`src/rtl/mem_ctrl_pkg.sv`:
```
// Shared types and constants for the MEM-stage load/store sequencer.
package mem_ctrl_pkg;

    typedef enum logic [1:0] {
        ST_IDLE = 2'd0,
        ST_WAIT = 2'd1,
        ST_DONE = 2'd2
    } mem_state_t;

    localparam logic [31:0] LOAD_ERR_VALUE  = 32'h0000_0000;
    localparam int          DEFAULT_TIMEOUT = 255;

endpackage

```
`src/rtl/mem_stage_ctrl_if.sv`:
```
// Request/acknowledge bus between the MEM-stage sequencer and data memory.
interface mem_stage_ctrl_if;

    logic        mem_req;
    logic        mem_we;
    logic [31:0] mem_addr;
    logic [31:0] mem_wdata;
    logic        mem_ack;
    logic [31:0] mem_rdata;

    modport master (
        output mem_req, mem_we, mem_addr, mem_wdata,
        input  mem_ack, mem_rdata
    );

    modport slave (
        input  mem_req, mem_we, mem_addr, mem_wdata,
        output mem_ack, mem_rdata
    );

endinterface

```
`src/rtl/mem_stage_ctrl_wait_timer.sv`:
```
// Counts unacknowledged WAIT cycles; o_expired flags the cycle that reaches LIMIT.
module wait_timer #(
    parameter int LIMIT = 255
) (
    input  logic clock,
    input  logic rst,
    input  logic i_clear,
    input  logic i_enable,
    output logic o_expired
);

    localparam int W = (LIMIT < 2) ? 1 : $clog2(LIMIT + 1);

    logic [W-1:0] r_cnt;

    always_ff @(posedge clock or posedge rst) begin
        if (rst)
            r_cnt <= '0;
        else if (i_clear)
            r_cnt <= '0;
        else if (i_enable)
            r_cnt <= r_cnt + 1'b1;
    end

    // The enabled cycle that would bring the count to LIMIT is the expiry cycle.
    assign o_expired = i_enable && (r_cnt == W'(LIMIT - 1));

endmodule

```
`src/rtl/mem_stage_ctrl.sv`:
```
// MEM-stage load/store sequencer: one request/ack transaction per EX/MEM access.
// Optional macro MEM_TIMEOUT_EN bounds WAIT to TIMEOUT_CYCLES and reports mem_err.
module mem_stage_ctrl
    import mem_ctrl_pkg::*;
#(
    parameter int TIMEOUT_CYCLES = DEFAULT_TIMEOUT
) (
    input  logic                     clock,
    input  logic                     rst,
    input  logic                     ex_mread,
    input  logic                     ex_mwrite,
    input  logic [31:0]              ex_addr,
    input  logic [31:0]              ex_wdata,
    mem_stage_ctrl_if.master         mem,
    output logic                     stall,
    output logic [31:0]              load_data,
    output logic                     load_valid,
    output logic                     mem_err
);

    mem_state_t  r_state, w_next;
    logic        w_access;
    logic        w_timeout;
    logic        r_req, r_we, r_load_valid;
    logic [31:0] r_addr, r_wdata, r_load_data;

    assign w_access = ex_mread | ex_mwrite;

    always_ff @(posedge clock or posedge rst) begin
        if (rst)
            r_state <= ST_IDLE;
        else
            r_state <= w_next;
    end

    always_comb begin
        w_next = r_state;
        stall  = 1'b0;
        case (r_state)
            ST_IDLE: begin
                stall = w_access;
                if (w_access)
                    w_next = ST_WAIT;
            end
            ST_WAIT: begin
                stall = 1'b1;
                if (mem.mem_ack || w_timeout)
                    w_next = ST_DONE;
            end
            ST_DONE: w_next = ST_IDLE;
            default: w_next = ST_IDLE;
        endcase
    end

    // A store wins over a simultaneous load, so mem_we simply follows ex_mwrite.
    always_ff @(posedge clock or posedge rst) begin
        if (rst) begin
            r_req        <= 1'b0;
            r_we         <= 1'b0;
            r_addr       <= '0;
            r_wdata      <= '0;
            r_load_data  <= '0;
            r_load_valid <= 1'b0;
        end else begin
            r_load_valid <= 1'b0;
            case (r_state)
                ST_IDLE: begin
                    if (w_access) begin
                        r_req   <= 1'b1;
                        r_we    <= ex_mwrite;
                        r_addr  <= ex_addr;
                        r_wdata <= ex_wdata;
                    end
                end
                ST_WAIT: begin
                    if (mem.mem_ack) begin
                        r_req <= 1'b0;
                        if (!r_we) begin
                            r_load_data  <= mem.mem_rdata;
                            r_load_valid <= 1'b1;
                        end
                    end else if (w_timeout) begin
                        r_req <= 1'b0;
                        if (!r_we) begin
                            r_load_data  <= LOAD_ERR_VALUE;
                            r_load_valid <= 1'b1;
                        end
                    end
                end
                default: ;
            endcase
        end
    end

`ifdef MEM_TIMEOUT_EN
    logic r_err;

    // Ack has priority: the timer only advances (and can only expire) without ack.
    wait_timer #(.LIMIT(TIMEOUT_CYCLES)) u_wait_timer (
        .clock     (clock),
        .rst       (rst),
        .i_clear   (r_state != ST_WAIT),
        .i_enable  ((r_state == ST_WAIT) && !mem.mem_ack),
        .o_expired (w_timeout)
    );

    always_ff @(posedge clock or posedge rst) begin
        if (rst)
            r_err <= 1'b0;
        else
            r_err <= w_timeout;
    end

    assign mem_err = r_err;
`else
    assign w_timeout = 1'b0;
    assign mem_err   = 1'b0;
`endif

    assign mem.mem_req   = r_req;
    assign mem.mem_we    = r_we;
    assign mem.mem_addr  = r_addr;
    assign mem.mem_wdata = r_wdata;
    assign load_data     = r_load_data;
    assign load_valid    = r_load_valid;

endmodule

```
`src/flat_wrapper.sv`:
```
// flat-port wrapper written by rule: the top's interface ports become plain ports
module mem_stage_ctrl_flat import mem_ctrl_pkg::*;
#(
    parameter int TIMEOUT_CYCLES = DEFAULT_TIMEOUT
)
  (clock, rst, ex_mread, ex_mwrite, ex_addr, ex_wdata, stall, load_data, load_valid, mem_err, mem_mem_req, mem_mem_we, mem_mem_addr, mem_mem_wdata, mem_mem_ack, mem_mem_rdata);
  mem_stage_ctrl_if mem_i ();
  input  logic clock;
  input  logic rst;
  input  logic ex_mread;
  input  logic ex_mwrite;
  input  logic [31:0] ex_addr;
  input  logic [31:0] ex_wdata;
  output logic stall;
  output logic [31:0] load_data;
  output logic load_valid;
  output logic mem_err;
  output wire logic [$bits(mem_i.mem_req)-1:0] mem_mem_req;
  output wire logic [$bits(mem_i.mem_we)-1:0] mem_mem_we;
  output wire logic [$bits(mem_i.mem_addr)-1:0] mem_mem_addr;
  output wire logic [$bits(mem_i.mem_wdata)-1:0] mem_mem_wdata;
  input wire logic [$bits(mem_i.mem_ack)-1:0] mem_mem_ack;
  input wire logic [$bits(mem_i.mem_rdata)-1:0] mem_mem_rdata;
  assign mem_mem_req = mem_i.mem_req;
  assign mem_mem_we = mem_i.mem_we;
  assign mem_mem_addr = mem_i.mem_addr;
  assign mem_mem_wdata = mem_i.mem_wdata;
  assign mem_i.mem_ack = mem_mem_ack;
  assign mem_i.mem_rdata = mem_mem_rdata;
  mem_stage_ctrl #(.TIMEOUT_CYCLES(TIMEOUT_CYCLES)) u_core (.clock(clock), .rst(rst), .ex_mread(ex_mread), .ex_mwrite(ex_mwrite), .ex_addr(ex_addr), .ex_wdata(ex_wdata), .mem(mem_i), .stall(stall), .load_data(load_data), .load_valid(load_valid), .mem_err(mem_err));
endmodule
```
`config.mk`:
```
export PLATFORM = sky130hd
export DESIGN_NAME = mem_stage_ctrl_flat
export DESIGN_NICKNAME = d
export VERILOG_FILES = /design/src/rtl/mem_ctrl_pkg.sv /design/src/rtl/mem_stage_ctrl_if.sv /design/src/rtl/mem_stage_ctrl_wait_timer.sv /design/src/rtl/mem_stage_ctrl.sv /design/src/flat_wrapper.sv
export SDC_FILE = /design/constraint.sdc
export NUM_CORES = 1
export LEC_CHECK = 0
export CORE_ASPECT_RATIO = 1.25
export CORE_UTILIZATION = 40
export CTS_CLUSTER_SIZE = 24
export DETAILED_ROUTE_END_ITERATION = 6
export PLACE_DENSITY = 0.81
export SYNTH_ARGS = -nofsm -noshare
export SYNTH_HDL_FRONTEND = slang
export SYNTH_SLANG_ARGS = --single-unit
```
`constraint.sdc`:
```
create_clock -name clock -period 6.24 [get_ports clock]
set_input_delay 1.248 -clock clock [delete_from_list [all_inputs] [get_ports clock]]
set_output_delay 1.248 -clock clock [all_outputs]
set_load 0.01 [all_outputs]
```
==> results of run 1 <==
==> cell usage in the layout (no fill, tap or decap), drive strengths merged, types with 2 or more instances in the layout <==
master / synthesis / final
buf: 12 / 3
clkbuf: 0 / 13
clkdlybuf4s50: 0 / 200
clkinvlp: 0 / 2
dfrtp: 101 / 101
mux2: 96 / 96
nor2: 2 / 2
nor2b: 2 / 2
==> power breakdown <==
group / leakage, nW / total, mW / switching (mW) / internal (mW)
combinational: 1.29 / 1.41 / 0.475 / 0.931
sequential: 1.19 / 1.15 / 0.169 / 0.977
clock: 0.136 / 0.551 / 0.228 / 0.322
total: 2.62 / 3.10 / 0.872 / 2.23
==> per-stage QoR <==
step | instance area, sq um | worst slack, ps | util, % | hold slack, ps | power [mW]
2_1_floorplan | 3960 | 2340 | - | 455 | 1.80
3_3_place_gp | 5990 | 2500 | 62.4 | 488 | 2.54
3_5_place_dp | 5990 | 2520 | 62.4 | 491 | 2.58
4_1_cts | 6290 | 2500 | 65.5 | 508 | 3.14
5_1_grt | 6290 | 2440 | 65.5 | 524 | 3.27
6_report | 6290 | 2510 | 65.5 | 504 | 3.10
==> layer usage <==
layer | routed length, um | vias up | part of all wire, % | track usage [%]
li1 | - | 1180 | - | -
met1 | 3360 | 1270 | 38 | 20.6
met2 | 4660 | 115 | 53 | 31.0
met3 | 641 | 14 | 7.2 | 5.98
met4 | 195 | 0 | 2.2 | 7.72
met5 | 0 | - | 0 | 0
==> state kept, by name (all words and copies together), names as in the netlist <==
register	cells
u_core.mem.mem_req	1
u_core.load_data	32
u_core.load_valid	1
u_core.mem.mem_addr	32
u_core.mem.mem_wdata	32
u_core.mem.mem_we	1
u_core.r_state	2
==> final timing paths <==
path / to / slack [ps] / cells past startpoint
setup / recovery: stall / 2510 / 4
hold / removal: u_core.mem.mem_wdata[21] / 500 / 1
setup reg to reg: u_core.mem.mem_wdata[16] / 4260 / 4
hold reg to reg: u_core.mem.mem_wdata[21] / 500 / 1
max in group asynchronous: u_core.mem.mem_wdata[25] / 3780 / 3
min in group asynchronous: u_core.mem.mem_wdata[26] / 1310 / 2
==> final cells by class <==
type / count / share of cell area (%)
Clock buffer: 13 / 3.98
Clock inverter: 3 / 0.716
Inverter: 1 / 0.0995
Multi-Input combinational cell: 109 / 20.3
Sequential cell: 101 / 40.2
Tap cell: 126 / 2.51
Timing Repair Buffer: 203 / 32.2
==> synthesized netlist by cell type <==
master / instances
nor2_1: 2
o21a_1: 1
conb_1: 1
a211o_1: 1
nor2b_4: 1
inv_1: 1
and3b_1: 1
nor2b_1: 1
mux2_2: 67
a211oi_1: 1
nand2_1: 1
a22o_1: 1
buf_2: 1
buf_6: 6
nand2b_1: 1
mux2_4: 29
nor3_1: 1
buf_12: 3
buf_4: 2
dfrtp_1: 101
==> logic make-up (layout without fill, tap and decap cells) <==
group | Yosys count | after routing | synth area share [%]
flip-flops | 101 | 101 | 63.9
multiplexers | 96 | 96 | 30.1
buffers and inverters | 13 | 220 | 3.83
AND/OR/NAND/NOR | 8 | 8 | 1.30
AO/OA/AOI/OAI | 4 | 4 | 0.822
other | 1 | 1 | 0.0948
==> flow_summary.ini, run 1 <==
[sta]
max_slew_margin_pct = 45.5
final_period_minus_worst_setup_slack_ps = 3730
finalCritPeriodShare_pct = 59.8
maxSlewViolCount = 0
fin_skew_ps = 5.61
max_freq_mhz = 268
grt_setup_unrepaired = no
setup-tns-final_ps = 0
tightestPinTransition_ps = 817
finalSetupViolCount = 0
report.final.hold_viol_count = 0

[cts]
cts_max_level = 3
clockRootBuffer = clkbuf_16
cts_made_buffers = 9
cts.sinks = 101
hold_buffers = 0
cts_setup_buffers = 0
cts_buffer_depth = 2
cts.clk_slew.worst_paths_ps = 60
post_cts_resize_count = 0
clk_latency_worst_skew_pair_ps = 330
cts_tree = done

[place]
io_buffer_count = 200
placed_cells_incl_taps = 540
place_hpwl_um = 6340
routabilityCongestion = 0.709

[grt]
overflow = 0
grt_max_degree = 66
wire_length_of_the_first_global_routing_pass_um = 14300
antenna_found_initial = 0
grt_pass1_vias = 2756
grt_usage_pct = 18.0

[finish]
layout.cells.non_filler = 556
multiInputGateArea_sq_mm = 0.00128
final_nets = 526
num_antenna_cells = 0
synthToLayoutAreaGrowth_pct = 59.0
fillCellCount = 736
post_route_cells_drive_above_1_share_pct = 26.7
layout.area.seq_sq_mm = 0.00253

[power_and_ir_drop]
vdd.ir_drop.worst_mv = 0.249
power_density_mw_per_mm2 = 493
power.static_leakage_nw = 2.62

[setup_path]
path_class = in -> out
critical_path.reg2reg.startpoint = u_core.r_state[1]
path_common_cell = clkdlybuf4s50_1
critPathMaxStageDelay_ps = 480
critical_path.slowest_cell = clkdlybuf4s50_1
crit_path_max_fanout = 3
timing.critical_path.max_delay_family = buffers and inverters
worst-endpoint-required_ps = 4990
timing.critical_path.buf_inv = 2
timing_startpoint_of_the_critical_path = ex_mwrite
crit_path_cell_trace = clkdlybuf4s50_1 -> nor3_1 -> nor2_1 -> clkdlybuf4s50_1
crit_arrival_ps = 2480
worstSetupEndpointType = primary output
start_kind = input port

[synthesis]
netlist_top_cells_area = dfrtp_1 (64%), mux2_2 (19%), mux2_4 (11%), buf_6 (1.7%), buf_12 (1.5%)
synth.distinct_cells = 20
cell_type_with_the_highest_aggregate_area_in_the_netlist = dfrtp_1
synth_area_per_inst_sq_um = 17.7
yosysSeqAreaShare_pct = 63.9
syn_nets = 324
ys.warnings.count = 0
yosys.area.top_type_share_pct = 63.9
synthesis.area_sq_mm = 0.00396
synth-seq-cells = 101
synth_cells = 223

[floorplan]
io_pins = 202
die_width_um = 91.0
start_util_pct = 41.2
placementRows = 40
die_area_sq_mm = 0.0103
floorplan.die.height_um = 113
fp.coreArea_sq_mm = 0.00961

[drt]
routed_wirelength_um = 8850
drtPass1Iterations = 4
vias = 2579
remaining_drc_errors = 0
avg_wl_per_cell_um = 15.9
number_of_nets_with_antenna_violations_after_detailed_routing = 0
detail_route.iter0.violations = 80
viasPerCell = 4.64

[outcome]
status = finished clean

[flow_run]
drv.max_cap_violation_count = 0

[hold_path]
hold_path.startpoint = u_core.mem.mem_wdata[21]
hold_wc_path_type = reg -> reg
Power figures use the tool's default switching activity.
==> run 2: changes to the inputs <==
==> constraint.sdc (replaced) <==
create_clock -name clock -period 3.87 [get_ports clock]
set_input_delay 0.774 -clock clock [delete_from_list [all_inputs] [get_ports clock]]
set_output_delay 0.774 -clock clock [all_outputs]
set_load 0.01 [all_outputs]
==> run 2 against run 1 <==
Combinational power up 62%. Cell count unchanged. Critical path depth unchanged. Via count up 0.97%. Critical endpoint unchanged. Largest power group unchanged.
==> flow_summary.ini, run 2 (same netlist as run 1, synthesis figures left out) <==
[sta]
maxSlewViolCount = 0
report.final.hold_viol_count = 0
max_freq_mhz = 359
finalSetupViolCount = 0
finalHoldWorstSlack_ps = 506
setup-tns-final_ps = 0
final_period_minus_worst_setup_slack_ps = 2780
max_slew_margin_pct = 45.8
fin_skew_ps = 4.68
finalCritPeriodShare_pct = 71.9
grt_setup_unrepaired = no
tightestPinTransition_ps = 813

[setup_path]
timing.critical_path.buf_inv = 2
start_kind = input port
critical_path.slowest_cell = clkdlybuf4s50_1
path_common_cell = clkdlybuf4s50_1
timing.critical_path.max_delay_family = buffers and inverters
crit_path_max_fanout = 3
worstSetupEndpointType = primary output
crit_path_cell_trace = clkdlybuf4s50_1 -> nor3_1 -> nor2_1 -> clkdlybuf4s50_1
worst-endpoint-required_ps = 3100
critPathMaxStageDelay_ps = 480
crit_arrival_ps = 2010
path_class = in -> out

[finish]
final_nets = 526
num_antenna_cells = 0
synthToLayoutAreaGrowth_pct = 60.9
most_common_cell_after_layout_fill_and_taps_aside = clkdlybuf4s50_1
post_route_cells_drive_above_1_share_pct = 27.4
most_frequent_cells_in_the_layout = clkdlybuf4s50_1 (200), dfrtp_1 (101), mux2_2 (67), mux2_4 (29), clkbuf_16 (9)

[drt]
viasPerCell = 4.68
routed_wirelength_um = 9200
avg_wl_per_cell_um = 16.6
number_of_nets_with_antenna_violations_after_detailed_routing = 0
remaining_drc_errors = 0
vias = 2604
detail_route.iter0.violations = 49
drtPass1Iterations = 4

[grt]
antenna_found_initial = 0
grt_max_degree = 66
wire_length_of_the_first_global_routing_pass_um = 14700
grt_pass1_vias = 2923
overflow = 0
grt_usage_pct = 18.7

[power_and_ir_drop]
sw_frac_of_total_pct = 27.7
tot_pwr_mw = 5.14
power_report.internal_total_mw = 3.72
p_clk_share_pct = 19.5
seq_power_share_pct = 36.2
power_frac_comb_pct = 44.3
power_density_mw_per_mm2 = 808
switching_power_mw = 1.42
vdd.ir_drop.worst_mv = 0.557
power.static_leakage_nw = 2.66

[cts]
clk_latency_worst_skew_pair_ps = 330
cts_buffer_depth = 2
cts.sinks = 101
cts_tree = done
cts.clk_slew.worst_paths_ps = 70
clockRootBuffer = clkbuf_16
cts_made_buffers = 9
post_cts_resize_count = 0
cts_setup_buffers = 0
hold_buffers = 0
cts_max_level = 3

[floorplan]
die_area_sq_mm = 0.0103
start_util_pct = 41.2
io_pins = 202
die_width_um = 91.0
placementRows = 40
fp.coreArea_sq_mm = 0.00961
floorplan.die.height_um = 113

[flow_run]
drv.max_cap_violation_count = 0

[hold_path]
hold_wc_path_type = reg -> reg

[place]
place_hpwl_um = 6820
io_buffer_count = 200
routabilityCongestion = 0.718

[outcome]
status = finished clean
## run 2: changes by cell type in the layout (fill, tap and decap cells not counted)
cell	previous run	this run
buf_12	0	2
buf_4	3	1
bufinv_16	1	2
clkbuf_1	3	0
clkbuf_8	1	4
clkinv_2	0	1
clkinvlp_4	2	0
## run 2: power by group through the flow
stage	clock, mW	sequential, mW	combinational, mW
2_1_floorplan	0	2.10	0.797
3_3_place_gp	0	1.85	2.26
3_5_place_dp	0	1.88	2.31
4_1_cts	1.03	1.87	2.31
5_1_grt	1.08	1.93	2.40
6_report	1.00	1.86	2.28
## run 2: per-layer routing
metal	up-vias	wire length [um]	global-route usage, %
met2	124	4840	32.0
met3	27	709	6.52
met5	-	0	0
li1	1183	-	-
met4	0	315	9.74
met1	1270	3340	20.5
## run 2: worst paths after layout
check	cells past startpoint	endpoint	slack, ps	start
min	1	u_core.mem.mem_addr[12]	510	u_core.mem.mem_addr[12]
max	4	stall	1090	ex_mwrite
max reg2reg	4	u_core.load_data[22]	1880	u_core.r_state[1]
min reg2reg	1	u_core.mem.mem_addr[12]	510	u_core.mem.mem_addr[12]
max in group asynchronous	3	u_core.load_data[3]	2260	rst
min in group asynchronous	2	u_core.mem.mem_wdata[25]	900	rst
## run 2: layout make-up
class | count | area, sq um
Fill cell | 725 | 3240
Timing Repair Buffer | 203 | 2050
Multi-Input combinational cell | 109 | 1280
Inverter | 1 | 6.26
Clock buffer | 13 | 280
Tap cell | 126 | 158
Sequential cell | 101 | 2530
Clock inverter | 3 | 65.1
## run 2: per-stage QoR
| step | cell area [sq um] | setup WS, ps | utilization (%) | instances |
|---|---|---|---|---|
| 2_1_floorplan | 3960 | 449 | - | 223 |
| 3_3_place_gp | 6020 | 1100 | 62.6 | 540 |
| 3_5_place_dp | 6020 | 1040 | 62.6 | 540 |
| 4_1_cts | 6360 | 1090 | 66.2 | 556 |
| 5_1_grt | 6360 | 1020 | 66.2 | 556 |
| 6_report | 6360 | 1090 | 66.2 | 556 |
==> run 3: changes to the inputs <==
==> constraint.sdc (replaced) <==
create_clock -name clock -period 2.6 [get_ports clock]
set_input_delay 0.52 -clock clock [delete_from_list [all_inputs] [get_ports clock]]
set_output_delay 0.52 -clock clock [all_outputs]
set_load 0.01 [all_outputs]
==> run 3 against run 2 <==
Count of clock-buffer cells in the layout fell by 3. Critical path depth did not move. Utilization rose by 0.61 points. Combinational power rose by 50%. Non-clock buffer count rose by 2. Hold slack got worse by 2.1 ps. Highest routed layer unchanged. Register-to-register slack got worse by 900 ps. Flip-flop and latch count did not move. Global-route usage rose by 0.16 points.
==> flow_summary.ini, run 3 (same netlist as run 1, synthesis figures left out) <==
[flow_run]
drv.max_cap_violation_count = 0

[grt]
grt_usage_pct = 18.9
grt_pass1_vias = 2912
overflow = 0
grt_max_degree = 64
wire_length_of_the_first_global_routing_pass_um = 14900
antenna_found_initial = 0

[sta]
finalSetupViolCount = 0
finalCritPeriodShare_pct = 89.7
report.final.hold_viol_count = 0
final_period_minus_worst_setup_slack_ps = 2330
setup_slack_ps = 267
grt_setup_unrepaired = no
setup-tns-final_ps = 0
max_freq_mhz = 429
maxSlewViolCount = 0
fin_skew_ps = 4.42
finalHoldWorstSlack_ps = 504

[setup_path]
timing.critical_path.max_delay_family = buffers and inverters
start_kind = input port
timing.critical_path.buf_inv = 2
critical_path.slowest_cell = clkdlybuf4s50_1
path_common_cell = clkdlybuf4s50_1
worst-endpoint-required_ps = 2080
path_class = in -> out
worstSetupEndpointType = primary output
crit_path_max_fanout = 3
crit_path_cell_trace = clkdlybuf4s50_1 -> nor3_1 -> nor2_1 -> clkdlybuf4s50_1
crit_arrival_ps = 1810
critPathMaxStageDelay_ps = 480

[power_and_ir_drop]
power_density_mw_per_mm2 = 1220
seq_power_share_pct = 35.5
power_report.internal_total_mw = 5.65
p_clk_share_pct = 20.6
power.static_leakage_nw = 2.68
switching_power_mw = 2.16
vdd.ir_drop.worst_mv = 0.581
power_frac_comb_pct = 43.9
sw_frac_of_total_pct = 27.7
tot_pwr_mw = 7.81

[drt]
vias = 2609
routed_wirelength_um = 9500
viasPerCell = 4.68
remaining_drc_errors = 0
avg_wl_per_cell_um = 17.0
detail_route.iter0.violations = 72
number_of_nets_with_antenna_violations_after_detailed_routing = 0
drtPass1Iterations = 4

[finish]
synthToLayoutAreaGrowth_pct = 62.4
fin_util_pct = 66.8
most_common_cell_after_layout_fill_and_taps_aside = clkdlybuf4s50_1
postLayoutCellArea_sq_mm = 0.00642
most_frequent_cells_in_the_layout = clkdlybuf4s50_1 (200), dfrtp_1 (101), mux2_2 (67), mux2_4 (29), clkbuf_16 (9)
final_nets = 528
num_antenna_cells = 0
layout.cells.non_filler = 558
post_route_cells_drive_above_1_share_pct = 27.5
fillCellCount = 716

[floorplan]
io_pins = 202
die_area_sq_mm = 0.0103
die_width_um = 91.0
placementRows = 40
fp.coreArea_sq_mm = 0.00961
floorplan.die.height_um = 113
start_util_pct = 41.2

[cts]
cts_max_level = 3
post_cts_resize_count = 0
clockRootBuffer = clkbuf_16
hold_buffers = 0
cts_buffer_depth = 2
cts_made_buffers = 9
cts.clk_slew.worst_paths_ps = 70
cts_tree = done
cts_setup_buffers = 0
cts.sinks = 101
clk_latency_worst_skew_pair_ps = 330

[hold_path]
hold_wc_path_type = reg -> reg

[outcome]
status = finished clean

[place]
placedInstanceArea_sq_mm = 0.00606
placed_cells_incl_taps = 542
place_hpwl_um = 6910
io_buffer_count = 200
pre_cts_ws_ps = 289
routabilityCongestion = 0.716
run 3: cell count changes in the layout (fill, tap and decap cells not counted):
cell | before | now
clkinvlp_4 | 0 | 1
inv_6 | 0 | 1
clkbuf_8 | 4 | 0
inv_4 | 1 | 0
clkbuf_1 | 0 | 1
bufinv_16 | 2 | 4
buf_12 | 2 | 4
run 3: worst register-to-register path: cells and delay by family, from the launching register on:
kind | cells | cell delay [ps]
buffers and inverters | 1 | 260
flip-flops | 1 | 420
AO/OA/AOI/OAI | 1 | 210
AND/OR/NAND/NOR | 1 | 200
multiplexers | 1 | 410
run 3: routing by layer:
layer / global-route usage, % / wire, um / vias up
li1: - / - / 1188
met1: 20.4 / 3510 / 1303
met2: 34.3 / 5260 / 95
met3: 3.16 / 373 / 23
met4: 11.6 / 355 / 0
met5: 0 / 0 / -
run 3: final timing paths:
check / slack, ps / from / cells after the start / end
worst max-delay path: 270 / ex_mwrite / 4 / stall
worst min-delay path: 500 / u_core.mem.mem_addr[7] / 1 / u_core.mem.mem_addr[7]
worst max register to register: 980 / u_core.r_state[1] / 4 / u_core.mem.mem_wdata[21]
worst min register to register: 500 / u_core.mem.mem_addr[7] / 1 / u_core.mem.mem_addr[7]
max in group asynchronous: 1620 / rst / 3 / u_core.load_data[0]
min in group asynchronous: 650 / rst / 3 / u_core.mem.mem_wdata[18]
run 3: power groups by stage:
stage               clock, mW  combinational, mW  sequential, mW
floorplan                   0               1.19            3.12
global placement            0               3.39            2.75
detailed placement          0               3.46            2.79
CTS                      1.66               3.48            2.78
global route             1.70               3.60            2.88
finish                   1.61               3.43            2.77
run 3: area by class of cell:
type	instances	area, sq um	area share [%]
repair buffers	205	2090	32.5
multi-input cells	109	1280	19.9
flip-flops and latches	101	2530	39.3
well taps	126	158	2.45
clock buffers	10	229	3.56
inverters	1	7.51	0.117
clock inverters	6	134	2.08
